### config.mk
export PLATFORM = sky130hd
export DESIGN_NAME = sr_cmd_gen_flat
export DESIGN_NICKNAME = d
export VERILOG_FILES = /design/src/rtl/sr_cmd_gen_pkg.sv /design/src/rtl/sr_cmd_gen_if.sv /design/src/rtl/sr_cmd_gen_debounce.sv /design/src/rtl/sr_cmd_gen.sv /design/src/flat_wrapper.sv
export SDC_FILE = /design/constraint.sdc
export NUM_CORES = 1
export LEC_CHECK = 0
export BUFFER_PORTS_ARGS = -buffer_cell sky130_fd_sc_hd__buf_2
export CAP_MARGIN = 30
export CORE_MARGIN = 4
export CORE_UTILIZATION = 50
export DETAILED_ROUTE_END_ITERATION = 6
export PLACE_DENSITY = 0.69
export SKIP_LAST_GASP = 1
export SLEW_MARGIN = 10
export SYNTH_ARGS = -nofsm -noshare
export SYNTH_HDL_FRONTEND = slang
export SYNTH_SLANG_ARGS = --single-unit
### constraint.sdc
create_clock -name i_clk -period 1.5 [get_ports i_clk]
set_clock_uncertainty 0.1 [all_clocks]
set_input_delay 0.225 -clock i_clk [delete_from_list [all_inputs] [get_ports i_clk]]
set_output_delay 0.225 -clock i_clk [all_outputs]
set_load 0.05 [all_outputs]
### src/rtl/sr_cmd_gen_pkg.sv
// Shared types and helpers for the s/r command generator.
// The FSM state encoding and counter-width helper live here so every block agrees on them.
package sr_cmd_gen_pkg;

  typedef enum logic [1:0] {
    StIdle = 2'd0,
    StSetP = 2'd1,
    StClrP = 2'd2,
    StGap  = 2'd3
  } state_e;

  // Bits needed to hold values 0..max_val.
  function automatic int unsigned cnt_width(input int unsigned max_val);
    return (max_val < 1) ? 1 : $clog2(max_val + 1);
  endfunction

  localparam int unsigned DEB_CNT_W_DEF   = cnt_width(4);
  localparam int unsigned PULSE_CNT_W_DEF = cnt_width(2);

endpackage

### src/rtl/sr_cmd_gen_if.sv
// Request/command bundle between the request source (master) and sr_cmd_gen (slave).
interface sr_cmd_gen_if;
  logic set_req;
  logic clr_req;
  logic s;
  logic r;
  logic busy;
  logic conflict;

  modport master (
    output set_req, clr_req,
    input  s, r, busy, conflict
  );

  modport slave (
    input  set_req, clr_req,
    output s, r, busy, conflict
  );
endinterface

### src/rtl/sr_cmd_gen_debounce.sv
// 2-FF synchroniser, stable-count debouncer and rising-edge detect for one raw request line.
module sr_cmd_gen_debounce
  import sr_cmd_gen_pkg::*;
#(
  parameter int unsigned DEB_CYCLES = 4
) (
  input  logic i_clk,
  input  logic i_rst_n,
  input  logic i_din,
  output logic o_rise
);

  localparam int unsigned      CntW    = cnt_width(DEB_CYCLES);
  localparam logic [CntW-1:0]  CntLast = CntW'(DEB_CYCLES - 1);

  logic            r_meta;
  logic            r_sync;
  logic            r_level;
  logic [CntW-1:0] r_cnt;

  logic            w_flip;
  logic [CntW-1:0] w_cnt_d;

  // The level flips on the DEB_CYCLES-th consecutive differing sample.
  always_comb begin
    w_flip  = 1'b0;
    w_cnt_d = '0;
    if (r_sync != r_level) begin
      if (r_cnt == CntLast) begin
        w_flip = 1'b1;
      end else begin
        w_cnt_d = r_cnt + 1'b1;
      end
    end
  end

  always_ff @(posedge i_clk or negedge i_rst_n) begin
    if (!i_rst_n) begin
      r_meta  <= 1'b0;
      r_sync  <= 1'b0;
      r_level <= 1'b0;
      r_cnt   <= '0;
    end else begin
      r_meta  <= i_din;
      r_sync  <= r_meta;
      r_cnt   <= w_cnt_d;
      if (w_flip) begin
        r_level <= r_sync;
      end
    end
  end

  assign o_rise = w_flip & r_sync;

endmodule

### src/rtl/sr_cmd_gen.sv
// Turns bouncy set/clear request lines into clean, mutually exclusive fixed-width s/r pulses
// with per-type pending flags, a one-cycle gap between pulses and a same-cycle conflict flag.
module sr_cmd_gen
  import sr_cmd_gen_pkg::*;
#(
  parameter int unsigned DEB_CYCLES = 4,
  parameter int unsigned PULSE_LEN  = 2,
  parameter bit          PRIO_SET   = 1'b0
) (
  input  logic        i_clk,
  input  logic        i_rst_n,
  sr_cmd_gen_if.slave io_bus
);

  localparam int unsigned       PulseW    = cnt_width(PULSE_LEN);
  localparam logic [PulseW-1:0] PulseLast = PulseW'(PULSE_LEN - 1);

  logic              w_rise_set;
  logic              w_rise_clr;

  state_e            r_state;
  state_e            w_state_d;
  logic [PulseW-1:0] r_pcnt;
  logic [PulseW-1:0] w_pcnt_d;
  logic              r_pend_set;
  logic              r_pend_clr;
  logic              w_pend_set_d;
  logic              w_pend_clr_d;
  logic              w_take_set;
  logic              w_take_clr;
  logic              r_conflict;

  sr_cmd_gen_debounce #(
    .DEB_CYCLES(DEB_CYCLES)
  ) u_deb_set (
    .i_clk  (i_clk),
    .i_rst_n(i_rst_n),
    .i_din  (io_bus.set_req),
    .o_rise (w_rise_set)
  );

  sr_cmd_gen_debounce #(
    .DEB_CYCLES(DEB_CYCLES)
  ) u_deb_clr (
    .i_clk  (i_clk),
    .i_rst_n(i_rst_n),
    .i_din  (io_bus.clr_req),
    .o_rise (w_rise_clr)
  );

  always_comb begin
    w_state_d  = r_state;
    w_pcnt_d   = r_pcnt;
    w_take_set = 1'b0;
    w_take_clr = 1'b0;
    unique case (r_state)
      StIdle, StGap: begin
        if (r_pend_set && (PRIO_SET || !r_pend_clr)) begin
          w_take_set = 1'b1;
          w_state_d  = StSetP;
          w_pcnt_d   = PulseLast;
        end else if (r_pend_clr) begin
          w_take_clr = 1'b1;
          w_state_d  = StClrP;
          w_pcnt_d   = PulseLast;
        end else begin
          w_state_d = StIdle;
        end
      end
      StSetP, StClrP: begin
        if (r_pcnt == '0) begin
          w_state_d = StGap;
        end else begin
          w_pcnt_d = r_pcnt - 1'b1;
        end
      end
      default: w_state_d = StIdle;
    endcase
    // A fresh edge in the service cycle re-arms the flag.
    w_pend_set_d = (r_pend_set & ~w_take_set) | w_rise_set;
    w_pend_clr_d = (r_pend_clr & ~w_take_clr) | w_rise_clr;
  end

  always_ff @(posedge i_clk or negedge i_rst_n) begin
    if (!i_rst_n) begin
      r_state    <= StIdle;
      r_pcnt     <= '0;
      r_pend_set <= 1'b0;
      r_pend_clr <= 1'b0;
      r_conflict <= 1'b0;
    end else begin
      r_state    <= w_state_d;
      r_pcnt     <= w_pcnt_d;
      r_pend_set <= w_pend_set_d;
      r_pend_clr <= w_pend_clr_d;
      r_conflict <= w_rise_set & w_rise_clr;
    end
  end

  assign io_bus.s        = (r_state == StSetP);
  assign io_bus.r        = (r_state == StClrP);
  assign io_bus.busy     = (r_state != StIdle) | r_pend_set | r_pend_clr;
  assign io_bus.conflict = r_conflict;

endmodule

### src/flat_wrapper.sv
// flat-port wrapper written by rule: the top's interface ports become plain ports
module sr_cmd_gen_flat import sr_cmd_gen_pkg::*;
#(
  parameter int unsigned DEB_CYCLES = 4,
  parameter int unsigned PULSE_LEN  = 2,
  parameter bit          PRIO_SET   = 1'b0
)
  (i_clk, i_rst_n, io_bus_set_req, io_bus_clr_req, io_bus_s, io_bus_r, io_bus_busy, io_bus_conflict);
  sr_cmd_gen_if io_bus_i ();
  input  logic i_clk;
  input  logic i_rst_n;
  input wire logic [$bits(io_bus_i.set_req)-1:0] io_bus_set_req;
  input wire logic [$bits(io_bus_i.clr_req)-1:0] io_bus_clr_req;
  output wire logic [$bits(io_bus_i.s)-1:0] io_bus_s;
  output wire logic [$bits(io_bus_i.r)-1:0] io_bus_r;
  output wire logic [$bits(io_bus_i.busy)-1:0] io_bus_busy;
  output wire logic [$bits(io_bus_i.conflict)-1:0] io_bus_conflict;
  assign io_bus_i.set_req = io_bus_set_req;
  assign io_bus_i.clr_req = io_bus_clr_req;
  assign io_bus_s = io_bus_i.s;
  assign io_bus_r = io_bus_i.r;
  assign io_bus_busy = io_bus_i.busy;
  assign io_bus_conflict = io_bus_i.conflict;
  sr_cmd_gen #(.DEB_CYCLES(DEB_CYCLES), .PULSE_LEN(PULSE_LEN), .PRIO_SET(PRIO_SET)) u_core (.i_clk(i_clk), .i_rst_n(i_rst_n), .io_bus(io_bus_i));
endmodule
==> impl_metrics.json, run 1 <==
{
  "num_antenna_cells": 0,
  "area.growth.synth_to_final_pct": 13.9,
  "final_common_cell": "dfrtp_1",
  "path_clk_slew_ns": 0.10,
  "maxCapViolCount": 0,
  "grt_max_degree": 20,
  "slew_headroom": 0.739,
  "overflow": 0,
  "io_buffers": 7,
  "synth_xor_xnor_area_share": 0.0404,
  "rsz0062_at_grt": "yes",
  "post-place-cells": 86,
  "fp.coreArea_mm2": 0.00154,
  "post_cts_buffers": 0,
  "slowest_delay_ns": 0.40,
  "antenna_found_initial": 0,
  "htreeDepth": 1,
  "synth_compound_area_frac": 0.0433,
  "row_count": 14,
  "drc": 0,
  "synth_top_family_by_area": "simple AND/OR/NAND/NOR gates",
  "worstPathCellList": "inv_1, ha_2, nand2_1, buf_6",
  "cts_sinks": 19,
  "grt_pass1_wl_um": 1900,
  "drt_pre_antenna_iters": 4,
  "yosys.area_share.simple": 0.187,
  "hold_viol": 0,
  "power_density_mw_per_mm2": 1910,
  "cp_max_fo": 3,
  "worst_hold_slack_ns": 0.260,
  "post-route-cell-area_um2": 953,
  "cts_tree": "built",
  "clk_latency_ns": 0.28,
  "crit_type": "flop to output port",
  "grt_pass1_vias": 471,
  "cts_root_buf": "clkbuf_4",
  "period_minus_slack_ns": 1.47,
  "viasPerCell": 5.17,
  "p_leak_uw": 0.000460,
  "fp.dieW_um": 48.9,
  "cts_buffer_depth": 2,
  "yosysWarnings": 0,
  "dp_hpwl_um": 847,
  "gp_congestion": 0.715,
  "seq_area_frac_synth": 0.568,
  "fin_crit_sh": 0.980,
  "final-instance-count-excl-fill": 93,
  "routed_wirelength_um": 1100,
  "ir_drop_v": 0.00101,
  "synthMuxAreaShare": 0.0359,
  "vias": 481,
  "wire_per_inst_um": 11.8,
  "synthesis.area_um2": 837,
  "setup_viol": 0,
  "critPathCaptureType": "output port",
  "post-place-ws_ns": 0.0827,
  "crit_arrival_ns": 1.14,
  "syn_inst": 64,
  "ys_ff_latch": 19,
  "antenna_left": 0,
  "outcome": "complete, no violations",
  "holdPathStages": 0,
  "drtIter0Drc": 6,
  "final_layout_size_suffix_gt1_frac": 0.247,
  "synth_fp_nets": 74,
  "final-max-slew-violation-count": 0,
  "final_cell_mix": "dfrtp_1, inv_1, ha_1, nand2_1, buf_2",
  "cp.required_ns": 1.17,
  "numCtsBuffers": 3,
  "layout.nets": 88,
  "critPathSlowestCell": "dfrtp_1",
  "crit_path_start_kind": "flop",
  "track_usage": 0.0983,
  "min_path_type": "flop to flop",
  "yosysUniqueCellTypes": 24,
  "fp.dieArea_mm2": 0.00239,
  "place_area_um2": 881,
  "synth-adder-area-share": 0.0897,
  "worst_slew_pin_slew_ns": 0.392,
  "die_h_um": 48.9,
  "p_total_uw": 1820,
  "initial_core_util": 0.543,
  "ios": 8,
  "avgSynthCellArea_um2": 13.1,
  "r2r.worst_path.cells": 4,
  "fmax_mhz": 681,
  "setup_slack_ns": 0.0306
}
sequential cells by signal (all words and copies together) (netlist names):
register / flops
u_core.u_deb_clr.r_cnt: 3
u_core.u_deb_set.r_cnt: 3
u_core.r_pcnt: 2
u_core.r_state: 2
u_core.io_bus.conflict: 1
u_core.r_pend_clr: 1
u_core.r_pend_set: 1
u_core.u_deb_clr.r_level: 1
u_core.u_deb_clr.r_meta: 1
u_core.u_deb_clr.r_sync: 1
u_core.u_deb_set.r_level: 1
u_core.u_deb_set.r_meta: 1
u_core.u_deb_set.r_sync: 1
repair_timing:
action                                  4_1_cts  5_1_grt
gates resized for setup                       3        3
hold buffers                                  3        0
hold endpoints to repair                     21        0
endpoints found under the setup margin        3        2
cells in the mapped netlist (all sizes together):
master,number,share of area
nand4bb,2,0.027
nand2b,3,0.022
xnor2,2,0.030
nand2,4,0.018
a31oi,1,0.0075
nor3,2,0.018
mux2,2,0.036
inv,5,0.022
nor4,1,0.0075
o21ai,3,0.018
nor3b,3,0.033
nor2b,4,0.048
a21oi,1,0.0060
ha,6,0.090
dfrtp,19,0.57
a32o,1,0.012
xor2,1,0.010
nor2,3,0.013
buf,1,0.013
power breakdown:
group / internal (uW) / switching [uW] / total, uW
logic: 379 / 443 / 822
registers: 652 / 103 / 755
clock network: 103 / 138 / 241
total: 1130 / 683 / 1820
area by class of cell:
class                      count  area [um2]
clock buffer                   4        26.3
tap                           16        20.0
inverter                       5        18.8
timing repair buffer          10        76.3
fill                         128         588
sequential                    19         475
multi-input combinational     39         337
final timing paths:
check                                                  start                                   to  slack [ns]
max                            u_core.r_state[1]$_DFFE_PN0P_                          io_bus_busy        0.03
min                        u_core.u_deb_set.r_meta$_DFF_PN0_    u_core.u_deb_set.r_sync$_DFF_PN0_        0.26
max reg2reg                    u_core.r_state[1]$_DFFE_PN0P_         u_core.r_pcnt[0]$_DFFE_PN0P_        0.11
min reg2reg                u_core.u_deb_set.r_meta$_DFF_PN0_    u_core.u_deb_set.r_sync$_DFF_PN0_        0.26
max in group asynchronous                            i_rst_n         u_core.r_pcnt[1]$_DFFE_PN0P_        0.73
min in group asynchronous                            i_rst_n  u_core.u_deb_clr.r_cnt[2]$_DFF_PN0_        0.29
logic make-up after synthesis:
kind of cell,count (synthesis)
xor gates and xnor gates,3
adders and majority gates,6
muxes,2
buffers and inverters,6
DFF,19
AOI/OAI and AO/OA,6
and+or+nand+nor,22
metrics by stage:
step	TNS, ns	utilization
3_5_place_dp	0	0.571
6_report	0	0.619
5_1_grt	-0.0254	0.619
3_3_place_gp	0	0.571
4_1_cts	0	0.613
2_1_floorplan	0	-
critical path, delay by kind of cell (launching register included):
family	cells	cell delay (ns)
flip-flops	1	0.40
buffers and inverters	2	0.25
adder cells (fa/ha/maj)	1	0.17
AND/OR/NAND/NOR	1	0.05
routing by layer:
metal  vias to the layer above  global-route usage  wire, um
met5                         -                   0         0
met4                         0              0.0269         9
met3                         2              0.0275        47
met2                        10               0.165       547
met1                       229               0.123       492
li1                        240                   -         -
(Power assumes the default switching activity.)
==> inputs of run 2 (changes only) <==
- CTS_BUF_LIST: default -> sky130_fd_sc_hd__clkbuf_4
==> impl_metrics.json, run 2 (synthesis results as in run 1) <==
{
  "outcome": "complete, no violations",
  "numCtsBuffers": 3,
  "crit_type": "flop to output port",
  "worst_slew_pin_slew_ns": 0.392,
  "htreeDepth": 1,
  "area.growth.synth_to_final_pct": 14.3,
  "cts_sinks": 19,
  "fp.coreArea_mm2": 0.00154,
  "period_minus_slack_ns": 1.47,
  "path_clk_slew_ns": 0.10,
  "min_path_type": "flop to flop",
  "cts_buffer_depth": 2,
  "gp_congestion": 0.715,
  "routed_wirelength_um": 1100,
  "critPathCaptureType": "output port",
  "num_antenna_cells": 0,
  "final_layout_size_suffix_gt1_frac": 0.260,
  "maxCapViolCount": 0,
  "globalRouteMet1Util": 0.123,
  "fp.dieArea_mm2": 0.00239,
  "layout.nets": 88,
  "crit_path_start_kind": "flop",
  "path_buf_inv": 2,
  "antenna_left": 0,
  "post-place-cells": 86,
  "track_usage": 0.0983,
  "initial_core_util": 0.543,
  "worstPathCellList": "inv_1, ha_2, nand2_1, buf_6",
  "final-instance-count-excl-fill": 93,
  "die_h_um": 48.9,
  "cp.required_ns": 1.17,
  "reg.largest.list": "u_core.u_deb_clr.r_cnt: 3 flops, u_core.u_deb_set.r_cnt: 3 flops",
  "fp.dieW_um": 48.9,
  "hold_viol": 0,
  "drtIter0Drc": 6,
  "fmax_mhz": 680,
  "clk_latency_ns": 0.28,
  "ir_drop_v": 0.00101,
  "p_leak_uw": 0.000463,
  "row_count": 14,
  "final_common_cell": "dfrtp_1",
  "cp_top_family": "flip-flops",
  "busiest_layer": "met2",
  "place_area_um2": 881,
  "slew_headroom": 0.738,
  "use_met3": 0.0275,
  "final_core_util": 0.621,
  "power_density_mw_per_mm2": 1920,
  "num-fill-cells": 126,
  "antenna_found_initial": 0,
  "grt_use_met2": 0.165,
  "grt_pass1_vias": 471,
  "drt_pre_antenna_iters": 4,
  "cts_root_buf": "clkbuf_4",
  "overflow": 0,
  "viasPerCell": 5.17,
  "p_total_uw": 1840,
  "post-route-cell-area_um2": 957,
  "slowest_delay_ns": 0.40,
  "wire_per_inst_um": 11.8,
  "vias": 481,
  "fin_crit_sh": 0.980,
  "setup_viol": 0,
  "ios": 8,
  "grt_pass1_wl_um": 1900,
  "drc": 0,
  "final-max-slew-violation-count": 0,
  "rsz0062_at_grt": "yes",
  "cp_max_fo": 3,
  "cts_tree": "built",
  "grt_max_degree": 20,
  "dp_hpwl_um": 847,
  "io_buffers": 7,
  "crit_arrival_ns": 1.14,
  "critPathSlowestCell": "dfrtp_1",
  "final_cell_mix": "dfrtp_1, inv_1, ha_1"
}
==> run 2: cell counts in the layout (fill, tap and decap cells not counted) <==
No cell type changed its count.
==> run 2: cell type report <==
class / instances / area, um2 / share of cell area
clock buffer: 4 / 30.0 / 0.0314
inverter: 5 / 18.8 / 0.0196
multi-input combinational: 39 / 337 / 0.352
sequential: 19 / 475 / 0.497
tap: 16 / 20.0 / 0.0209
timing repair buffer: 10 / 76.3 / 0.0797
==> run 2: timing repair <==
item | CTS | global route
endpoints found under the setup margin | 3 | 2
hold buffers | 3 | 0
resized for setup | 3 | 3
pin swaps | 0 | 0
endpoints found under the hold margin | 21 | 0
setup buffers | 0 | 0
==> run 2: per-stage QoR <==
step	setup WS, ns	hold WS (ns)	TNS [ns]
finish	0.0303	0.260	0
global placement	0.119	0.0796	0
global route	-0.0261	0.267	-0.0261
CTS	0.0104	0.264	0
floorplan	0.150	-0.171	0
detailed placement	0.0827	0.0814	0
==> run 2: path summary, 6_finish.rpt <==
path                                                   start                             endpoint  slack, ns  cells past startpoint
setup / recovery               u_core.r_state[1]$_DFFE_PN0P_                          io_bus_busy       0.03                      4
hold / removal             u_core.u_deb_set.r_meta$_DFF_PN0_    u_core.u_deb_set.r_sync$_DFF_PN0_       0.26                      0
setup reg to reg               u_core.r_state[1]$_DFFE_PN0P_         u_core.r_pcnt[0]$_DFFE_PN0P_       0.11                      4
hold reg to reg            u_core.u_deb_set.r_meta$_DFF_PN0_    u_core.u_deb_set.r_sync$_DFF_PN0_       0.26                      0
max in group asynchronous                            i_rst_n         u_core.r_pcnt[1]$_DFFE_PN0P_       0.73                      2
min in group asynchronous                            i_rst_n  u_core.u_deb_clr.r_cnt[2]$_DFF_PN0_       0.29                      2
==> run 2: worst register-to-register path: cells and delay by family, from the launching register on <==
family                     cells  cell delay [ns]
AOI/OAI and AO/OA              1             0.06
adders and majority gates      1             0.33
buffers and inverters          1             0.10
DFF                            1             0.40
and+or+nand+nor                1             0.29
==> run 2: metal layers <==
metal / wire, um / part of all wire
met1: 492 / 0.45
met3: 47 / 0.043
met4: 9 / 0.0082
met2: 547 / 0.50
met5: 0 / 0
==> run 2: power by group <==
group / internal [uW] / switching (uW)
logic: 379 / 444
clock network: 121 / 138
registers: 652 / 103
total: 1150 / 684
==> inputs of run 3 (changes only) <==
- ABC_AREA: default -> 1
- clock period: 1.5 -> 1.8 ns (I/O delays scaled with it)
==> impl_metrics.json, run 3 <==
{
  "yosysTopAreaCellShare": 0.595,
  "net-switching-power_uw": 643,
  "yosysTopAreaCell": "dfrtp_1",
  "fmax_mhz": 606,
  "ir_drop_v": 0.000912,
  "min_from": "u_core.u_deb_clr.r_meta$_DFF_PN0_",
  "drtIter0Drc": 6,
  "synthTopCellsByArea": "dfrtp_1, ha_1, inv_1",
  "yosysWarnings": 0,
  "crit_path_start_kind": "flop",
  "crit_arrival_ns": 1.28,
  "die_h_um": 48.0,
  "track_usage": 0.121,
  "final_core_util": 0.605,
  "multi_input_area_um2": 264,
  "wire_per_inst_um": 10.1,
  "cts_sinks": 19,
  "num-fill-cells": 142,
  "swShare": 0.428,
  "reg.largest.list": "u_core.u_deb_clr.r_cnt: 3 flops, u_core.u_deb_set.r_cnt: 3 flops",
  "slew_headroom": 0.726,
  "synth_most_common_cell": "dfrtp_1",
  "p_seq_frac": 0.410,
  "place_area_um2": 855,
  "cts_root_buf": "clkbuf_4",
  "ios": 8,
  "syn_inst": 82,
  "cp_max_fo": 3,
  "regArea_um2": 475,
  "hold_end": "u_core.u_deb_clr.r_sync$_DFF_PN0_",
  "dp_hpwl_um": 857,
  "viasPerCell": 4.82,
  "drt_pre_antenna_iters": 4,
  "rrSetupSlack_ns": 0.42,
  "row_count": 14,
  "ys_ff_latch": 19,
  "antenna_found_initial": 0,
  "r2r.worst_path.cells": 6,
  "p_total_uw": 1500,
  "internal_power_uw": 861,
  "grt_max_degree": 20,
  "htreeDepth": 1,
  "cp.required_ns": 1.43,
  "maxCapViolCount": 0,
  "p_comb_frac": 0.451,
  "fp.dieW_um": 48.0,
  "synth_fp_nets": 92,
  "final_layout_size_suffix_gt1_frac": 0.125,
  "num_antenna_cells": 0,
  "clk_latency_ns": 0.29,
  "initial_core_util": 0.531,
  "final_cell_mix": "dfrtp_1, inv_1, nor2_1, nand2_1",
  "hold_viol": 0,
  "io_buffers": 7,
  "async_flop_share": 1.00,
  "outcome": "complete, no violations",
  "layout.nets": 107,
  "final-max-slew-violation-count": 0,
  "synth_common_cells": "dfrtp_1, inv_1, nand2_1, nor2_1, o21ai_0",
  "area.growth.synth_to_final_pct": 14.1,
  "p_leak_uw": 0.000486,
  "grt_pass1_wl_um": 1900,
  "cts_tree": "built",
  "fp.dieArea_mm2": 0.00230,
  "overflow": 0,
  "path_clk_slew_ns": 0.10,
  "r2r-start": "u_core.r_state[0]$_DFFE_PN0P_",
  "antenna_left": 0,
  "setup_viol": 0,
  "period_minus_slack_ns": 1.65,
  "synth_ff_type": "dfrtp_1",
  "vias": 540,
  "p_clk_frac": 0.139,
  "power_density_mw_per_mm2": 1650,
  "routed_wirelength_um": 1140,
  "cts_buffer_depth": 2,
  "holdPathStages": 0,
  "gp_congestion": 0.762,
  "grt_pass1_vias": 517,
  "avgSynthCellArea_um2": 9.75,
  "min_path_type": "flop to flop",
  "fin_crit_sh": 0.916,
  "yosysUniqueCellTypes": 12,
  "numCtsBuffers": 3,
  "cts_resized": 0,
  "synth_edf_count": 0,
  "regToRegEndpoint": "u_core.r_pcnt[0]$_DFFE_PN0P_",
  "post-route-cell-area_um2": 912,
  "final_common_cell": "dfrtp_1",
  "synthesis.area_um2": 800,
  "worst_slew_pin_slew_ns": 0.411,
  "setup-tns-final_ns": 0,
  "fp.coreArea_mm2": 0.00151,
  "seq_area_frac_synth": 0.595,
  "crit_type": "flop to output port",
  "critPathCaptureType": "output port",
  "drc": 0,
  "rsz0062_at_grt": "no"
}
[run 3: cell count changes after synthesis, moves of 3 or more]
cell and delta:
nor2_1 +9, nand2b_1 -3, nand3_1 +3, o21ai_0 +6, inv_1 +11, nand2_1 +8
[run 3: worst max-delay path, cell delays in order (launching register included)]
cell and delay, ns:
dfrtp_1 0.39, inv_1 0.07, ha_1 0.20, nand3_1 0.08, buf_2 0.26
[run 3: how the worst max path moves through the flow]
stage                                  startpoint                      endpoint  slack [ns]  cells past startpoint
global placement    u_core.r_state[0]$_DFFE_PN0P_  u_core.r_pcnt[0]$_DFFE_PN0P_        0.48                      6
floorplan           u_core.r_state[0]$_DFFE_PN0P_                   io_bus_busy        0.46                      3
finish              u_core.r_state[0]$_DFFE_PN0P_                   io_bus_busy        0.15                      4
detailed placement  u_core.r_state[0]$_DFFE_PN0P_  u_core.r_pcnt[0]$_DFFE_PN0P_        0.43                      6
CTS                 u_core.r_state[0]$_DFFE_PN0P_                   io_bus_busy        0.14                      4
global route        u_core.r_state[0]$_DFFE_PN0P_                   io_bus_busy        0.08                      4
[run 3: kinds of logic (layout without fill, tap and decap cells)]
group,count (synthesis),after routing,share of synthesized area
buffers and inverters,16,30,0.0751
XOR/XNOR,2,2,0.0219
flip-flops,19,19,0.595
AND/OR/NAND/NOR,31,31,0.163
adder cells (fa/ha/maj),6,6,0.0939
AO/OA/AOI/OAI,8,8,0.0516
[run 3: power groups by stage]
| stage | registers (uW) | clock network, uW | logic [uW] |
|---|---|---|---|
| 6_report | 616 | 209 | 679 |
| 5_1_grt | 631 | 231 | 782 |
| 4_1_cts | 618 | 215 | 693 |
| 3_5_place_dp | 628 | 0 | 685 |
| 3_3_place_gp | 619 | 0 | 668 |
| 2_1_floorplan | 610 | 0 | 565 |
[run 3: cell type report]
| cell class | instances | share of cell area |
|---|---|---|
| clock inverter | 1 | 0.00549 |
| timing repair buffer | 10 | 0.0713 |
| multi-input combinational | 47 | 0.289 |
| inverter | 16 | 0.0658 |
| sequential | 19 | 0.521 |
| tap | 16 | 0.0219 |
| clock buffer | 3 | 0.0247 |
[run 3: stage by stage]
stage / instances / hold WS [ns] / setup slack, ns
floorplan: 82 / -0.126 / 0.461
global placement: 105 / 0.124 / 0.482
detailed placement: 105 / 0.124 / 0.430
CTS: 112 / 0.262 / 0.139
global route: 112 / 0.270 / 0.0796
finish: 112 / 0.260 / 0.150
[run 3: what timing repair did]
item,in CTS,in global routing
hold endpoints to repair,21,0
buffers inserted,0,0
hold buffers,3,0
setup endpoints to repair,0,0
[run 3: metal layers]
metal / up-vias / wire, um / GRT usage
li1: 274 / - / -
met4: 0 / 14 / 0.0645
met2: 6 / 549 / 0.201
met3: 2 / 43 / 0.0338
met5: - / 0 / 0
met1: 258 / 526 / 0.139
